## src/rtl/fetch_ctrl.sv

```systemverilog
`default_nettype none
// ============================================================================
// fetch_ctrl : instruction-fetch request sequencer with variable-latency
//              req/ack memory, stall/flush merge and fetch watchdog.
// Revision   : 1.0
// ============================================================================
module fetch_ctrl #(
  parameter int TIMEOUT = 255,
  parameter int CNT_W   = 8
) (
  input  logic        clk,
  input  logic        rst,
  input  logic [31:0] PCF,
  input  logic        PCSrcE,
  input  logic        hz_StallF,
  input  logic        hz_StallD,
  output logic        imem_req,
  output logic [31:0] imem_addr,
  input  logic        imem_ack,
  input  logic [31:0] imem_rdata,
  output logic [31:0] InstrF,
  output logic        StallF,
  output logic        StallD,
  output logic        FlushD,
  output logic        err_o
);

  localparam logic [CNT_W-1:0] c_timeout = CNT_W'(TIMEOUT);
  localparam bit               c_wd_en   = (TIMEOUT != 0);

  typedef enum logic [1:0] {
    S_IDLE  = 2'd0,
    S_WAIT  = 2'd1,
    S_DRAIN = 2'd2,
    S_VALID = 2'd3
  } state_t;

  state_t           state_q, state_d;
  logic [31:0]      buf_q, buf_d;
  logic [31:0]      req_addr_q, req_addr_d;
  logic [CNT_W-1:0] cnt_q, cnt_d;
  logic             err_q, err_d;
  logic             w_fetch_valid;

  always_ff @(posedge clk or negedge rst) begin
    if (!rst) begin
      state_q    <= S_IDLE;
      buf_q      <= '0;
      req_addr_q <= '0;
      cnt_q      <= '0;
      err_q      <= 1'b0;
    end else begin
      state_q    <= state_d;
      buf_q      <= buf_d;
      req_addr_q <= req_addr_d;
      cnt_q      <= cnt_d;
      err_q      <= err_d;
    end
  end

  always_comb begin
    state_d       = state_q;
    buf_d         = buf_q;
    req_addr_d    = req_addr_q;
    cnt_d         = '0;
    err_d         = err_q;
    imem_req      = 1'b0;
    imem_addr     = PCF;
    InstrF        = '0;
    w_fetch_valid = 1'b0;

    case (state_q)
      S_IDLE: state_d = S_WAIT;

      S_WAIT: begin
        imem_req   = 1'b1;
        InstrF     = imem_rdata;
        req_addr_d = PCF;
        if (imem_ack) begin
          // A redirect in the ack cycle throws the word away; PC already moves.
          if (!PCSrcE) begin
            w_fetch_valid = 1'b1;
            if (hz_StallF) begin
              buf_d   = imem_rdata;
              state_d = S_VALID;
            end
          end
        end else if (PCSrcE) begin
          state_d = S_DRAIN;
        end
      end

      // The abandoned request must still complete at its original address.
      S_DRAIN: begin
        imem_req  = 1'b1;
        imem_addr = req_addr_q;
        if (imem_ack) state_d = S_WAIT;
      end

      S_VALID: begin
        InstrF        = buf_q;
        w_fetch_valid = 1'b1;
        if (PCSrcE || !hz_StallF) state_d = S_WAIT;
      end

      default: state_d = S_IDLE;
    endcase

    if (imem_req && !imem_ack)
      cnt_d = (cnt_q == '1) ? cnt_q : cnt_q + CNT_W'(1);
    if (c_wd_en && (cnt_d == c_timeout))
      err_d = 1'b1;
  end

  assign StallF = !PCSrcE & (hz_StallF | !w_fetch_valid);
  assign FlushD = PCSrcE | (!w_fetch_valid & !hz_StallD);
  assign StallD = hz_StallD & !FlushD;
  assign err_o  = err_q;

endmodule
`default_nettype wire
```

## config.mk

```make
export PLATFORM = sky130hd
export DESIGN_NAME = fetch_ctrl
export DESIGN_NICKNAME = d
export VERILOG_FILES = /design/src/rtl/fetch_ctrl.sv
export SDC_FILE = /design/constraint.sdc
export NUM_CORES = 1
export LEC_CHECK = 0
export BUFFER_PORTS_ARGS = -buffer_cell sky130_fd_sc_hd__buf_2
export CAP_MARGIN = 10
export CORE_ASPECT_RATIO = 0.8
export CORE_MARGIN = 8
export CORE_UTILIZATION = 40
export DETAILED_ROUTE_END_ITERATION = 6
export PLACE_DENSITY = 0.79
export SYNTH_ARGS = -nofsm -noshare
export SYNTH_HDL_FRONTEND = slang
export SYNTH_SLANG_ARGS = --single-unit
```

## constraint.sdc

```tcl
create_clock -name clk -period 1.6 [get_ports clk]
set_input_delay 0.08 -clock clk [delete_from_list [all_inputs] [get_ports clk]]
set_output_delay 0.08 -clock clk [all_outputs]
set_load 0.005 [all_outputs]
```

Word-level counts from Yosys, hierarchy flattened
Index checks and enable logic that the tools add are counted.
W data, S select, Z words.
{ "totals": {"register_bits": 75, "input_bits": 70, "output_inout_bits": 69, "wordCells": 49} }
{ "op_classes": {"addsub": 1, "eq_ne": 10, "muxes": 15, "bitwise_logic": 6, "n_reduce_logical": 12} }
{ "ops": {"columns": ["cell", "count"], "rows": [
  ["$pmux W32 S2", 1],
  ["$mux W32", 1],
  ["$eq A8 B8 Y1 const B", 2],
  ["$mux W8", 2],
  ["$mux W2", 6],
  ["$ne A3 B3 Y1 const B", 3],
  ["$add A8 B1 Y8 const B", 1],
  ["$pmux W2 S4", 1],
  ["$logic_not A1 Y1", 6],
  ["$reduce_and A5 Y1", 1],
  ["$eq A2 B2 Y1 const B", 2],
  ["$ne A2 B2 Y1 const B", 2],
  ["$reduce_and A4 Y1", 1],
  ["$and A1 B1 Y1", 3],
  ["$mux W1", 3],
  ["$eq A2 B1 Y1 const B", 1],
  ["$logic_not A2 Y1", 1],
  ["$or A1 B1 Y1", 2],
  ["$pmux W1 S2", 1],
  ["$reduce_or A2 Y1", 1],
  ["$logic_and A1 B1 Y1", 1],
  ["$logic_or A1 B1 Y1", 1],
  ["$not A1 Y1", 1]
]} }

Depth between registers and ports, before layout
{ "logic_depth": {"depth_word": 8, "depth_mapped": 7} }

Worst setup path before layout
No wires, ideal clock.
{ "synth_timing": {"path_kind": "register to register", "from": "register cnt_q[0]", "to": "register err_q, in the netlist err_o", "setup_time_ns": 0.120, "t_arrival_ns": 1.516, "slack_ns": -0.036, "path_stages_with_launch": 7, "path_buffers": 0, "synth_period_minus_slack_ns": 1.636, "cell_sequence": "dfrtp_1 ha_1 and3_4 and2_2 a31oi_1 nor4b_2 a31o_1"} }
{ "synth_between": {"elab_chain_len": 4, "word_cells_on_any_way": 5, "cone_classes": "add/sub (1); eq/ne (2); mux (2)"} }
{ "synth_rtl": {"columns": ["element", "line_no", "source"], "rows": [
  ["start, declared", "41", "logic [CNT_W-1:0] cnt_q, cnt_d;"],
  ["start signal, assigned", "56", "cnt_q <= cnt_d;"],
  ["$add A8 B1 Y8 / $eq A8 B8 Y1 (equally long branches)", "110", "cnt_d = (cnt_q == '1) ? cnt_q : cnt_q + CNT_W'(1);"],
  ["$mux W8 (*)", "110", null],
  ["$mux W8 (*)", "109", "if (imem_req && !imem_ack)"],
  ["$eq A8 B8 Y1 (*)", "111", "if (c_wd_en && (cnt_d == c_timeout))"],
  ["end signal, assigned", "57", "err_q <= err_d;"],
  ["end, declared", "42", "logic err_q, err_d;"]
]} }
Every way passes the cells marked *; elsewhere a longest branch is shown, timed or not.
A chain may end at the register's enable or synchronous reset.

Worst setup path after layout
{ "layout_timing": {"from": "register state_q[0]", "to": "output imem_addr[19]"} }
{ "layout_between": {"elab_chain_len": 2} }
{ "layout_rtl": {"columns": ["element", "line_no", "source"], "rows": [
  ["start, declared", "38", "state_t state_q, state_d;"],
  ["start signal, assigned", "53", "state_q <= state_d;"],
  ["$eq A2 B2 Y1", "72", "case (state_q)"],
  ["$mux W32", "72", null],
  ["end, declared", "18", "output logic [31:0] imem_addr,"]
]} }
Every way passes these cells.

==> results.yml <==
clocking:
  clk_pin_slew_ns: 0.06
  clkLatencyLatePin_ns: 0.33
  cts_max_level: 3
  clock_sink_count: 75
  cts_made_buffers: 9
  clock_path_buffers: 2
  root_buffer: "clkbuf_16"
  cts_tree: "yes"
logic_synthesis:
  netlist_area_mm2: 0.00372
  synth_top_area_cell: "dfrtp_1"
  synth_cell_type_count: 30
  ys_ff_latch: 75
  ys_seq_area_share_pct: 50.5
  synthTopCellsByArea: "dfrtp_1, mux2_2, mux2_1, a22o_1, buf_2"
  syn_nets: 357
  yosysTopAreaCellShare_pct: 50.5
  yosysWarnings: 0
  netlist_instances: 283
  synth_area_per_cell_um2: 13.1
floorplanning:
  coreArea_mm2: 0.00904
  dieArea_mm2: 0.0126
  die_x_um: 124
  dieHeight_um: 102
  io_pins: 139
  start_util_pct: 41.1
  rows: 31
timing:
  slew_headroom_pct: 63.5
  finalHoldViolCount: 0
  max_freq_ghz: 0.568
  fin_crit_sh_pct: 110
  layout_setup_ws_ns: -0.160
  fin_skew_ns: 0.00667
  fin_tns_setup_ns: -12.52
  rsz0062_at_grt: "true"
  setup_viol: 118
  fin_crit_ns: 1.76
  hold_ws_ns: 0.00566
  worst_slew_pin_slew_ns: 0.542
  drv_slew: 0
finish:
  fill_cells: 610
  fin_area_mm2: 0.00621
  syn2layout_area_growth_pct: 67.0
  multi_input_area_mm2: 0.00197
  diodes: 0
  final_common_cell: "buf_2"
  seq_area_mm2: 0.00188
  final_cell_mix: "buf_2, dfrtp_1, dlygate4sd3_1, buf_6"
  drive_gt1_share_pct: 52.3
  final_nets: 570
routing:
  ant_nets: 0
  drc_errors: 0
  first_iter_violations: 116
  dr_total_vias: 3226
  viasPerCell: 5.24
  firstDrtPassIters: 4
  totalWireLength_mm: 12.1
  routedWlPerCell_um: 19.7
power:
  leakagePower_nw: 2.95
  peakVddDrop_mv: 1.07
  p_per_area_mw_per_mm2: 1810
  finalPower_w: 0.0113
status:
  outcome: "finished with violations"
  violations: "negative setup slack"
critical_path:
  crit_arrival_ns: 1.68
  critPathKind: "register to output port"
  critPathRequiredTime_ns: 1.52
  path_max_fanout: 8
  endpoint_kind: "output port"
  start_kind: "register"
global_route:
  antenna_found_initial: 0
  grt_pass1_wl_mm: 18.4
  grt_max_degree: 38
  grt_pass1_vias: 3627
  grt_util_all_layers_pct: 18.4
  overflow: 0
place:
  gpl.final_weighted_congestion: 0.781
  hpwl_mm: 6.75
  dpl-instance-area_mm2: 0.00462
  port_buffers: 138
flow_run:
  drv_cap: 0
min_path:
  hold_class: "input port to register"
==> final timing paths <==
| check | to | from | cells past startpoint | slack (ns) |
|---|---|---|---|---|
| worst min register to register | err_o | err_o | 1 | 0.48 |
| max in group asynchronous | state_q[0] | rst | 3 | 0.78 |
| worst max register to register | req_addr_q[9] | state_q[1] | 5 | -0.14 |
| min in group asynchronous | buf_q[20] | rst | 2 | 0.25 |
| worst max-delay path | imem_addr[19] | state_q[0] | 5 | -0.16 |
| worst min-delay path | req_addr_q[10] | PCF[10] | 2 | 0.006 |
==> synthesized netlist by cell type <==
| master | n |
|---|---|
| xnor2_1 | 2 |
| and2_2 | 1 |
| a21oi_1 | 5 |
| a22o_1 | 32 |
| nor2b_1 | 2 |
| ha_1 | 4 |
| a31oi_1 | 4 |
| o21ai_1 | 1 |
| and4_4 | 1 |
| and3_4 | 1 |
| dfrtp_1 | 75 |
| nor3_1 | 1 |
| nand3_1 | 3 |
| a211oi_1 | 1 |
| mux2i_1 | 2 |
| mux2_2 | 56 |
| o21ai_0 | 3 |
| a31o_1 | 1 |
| nor4b_2 | 1 |
| clkbuf_1 | 8 |
| nor2_1 | 8 |
| a21o_1 | 1 |
| nor3b_2 | 1 |
| nand4_2 | 1 |
| nand2_1 | 8 |
| a222oi_1 | 1 |
| buf_2 | 11 |
| mux2_1 | 40 |
| inv_1 | 7 |
| nor4_2 | 1 |
==> flip-flops by register name, indices dropped and copies added, names as in the netlist <==
register and count:
req_addr_q 32, buf_q 32, cnt_q 8, err_o 1, state_q 2
==> where the power goes <==
group	total, W	internal (W)	switching [W]	leakage, nW
registers	0.00330	0.00278	0.000513	0.903
logic	0.00574	0.00343	0.00231	1.89
clock network	0.00222	0.00145	0.000776	0.159
total	0.0113	0.00766	0.00359	2.95
==> logic make-up after synthesis <==
logic type	after synthesis	synth area share, %
simple gates	29	4.71
fa+ha+maj	4	1.35
compound gates	49	10.3
flops	75	50.5
buf+inv	26	3.00
mux	98	29.6
xor+xnor	2	0.471
==> stage by stage <==
stage | setup slack (ns) | cells | utilization [%]
after floorplan | 0.0173 | 283 | -
after global placement | 0.0573 | 528 | 51.1
after detailed placement | -0.0708 | 528 | 51.1
after CTS | -0.184 | 609 | 65.8
after global routing | -0.210 | 616 | 68.7
final | -0.160 | 616 | 68.7
==> worst max-delay path: stages (launching register included) <==
cell       delay [ns]
dfrtp_2          0.42
inv_2            0.07
ha_4             0.22
clkbuf_16        0.20
mux2_4           0.31
buf_6            0.12
==> final cells by class <==
| class | instances | share of cell area [%] |
|---|---|---|
| Multi-Input combinational cell | 182 | 31.7 |
| Timing Repair Buffer | 221 | 30.0 |
| Clock buffer | 12 | 4.13 |
| Tap cell | 115 | 2.32 |
| Clock inverter | 4 | 1.17 |
| Sequential cell | 75 | 30.3 |
| Inverter | 7 | 0.423 |
==> per-layer routing <==
| metal | wire length (um) | share of wire [%] | up-vias | global-route usage [%] |
|---|---|---|---|---|
| li1 | - | - | 1471 | - |
| met1 | 4640 | 38 | 1622 | 19.8 |
| met2 | 6400 | 53 | 114 | 33.1 |
| met3 | 901 | 7.4 | 19 | 6.35 |
| met4 | 190 | 1.6 | 0 | 6.28 |
| met5 | 0 | 0 | - | 0 |
==> timing repair <==
action / 4_1_cts / 5_1_grt
hold buffers: 56 / 1
resized for setup: 57 / 37
hold endpoints to repair: 90 / 1
cloned: 4 / 3
setup buffers: 5 / 5
setup endpoints to repair: 67 / 91
pin swaps: 1 / 7
No activity file was read; power rests on OpenSTA's default activity.
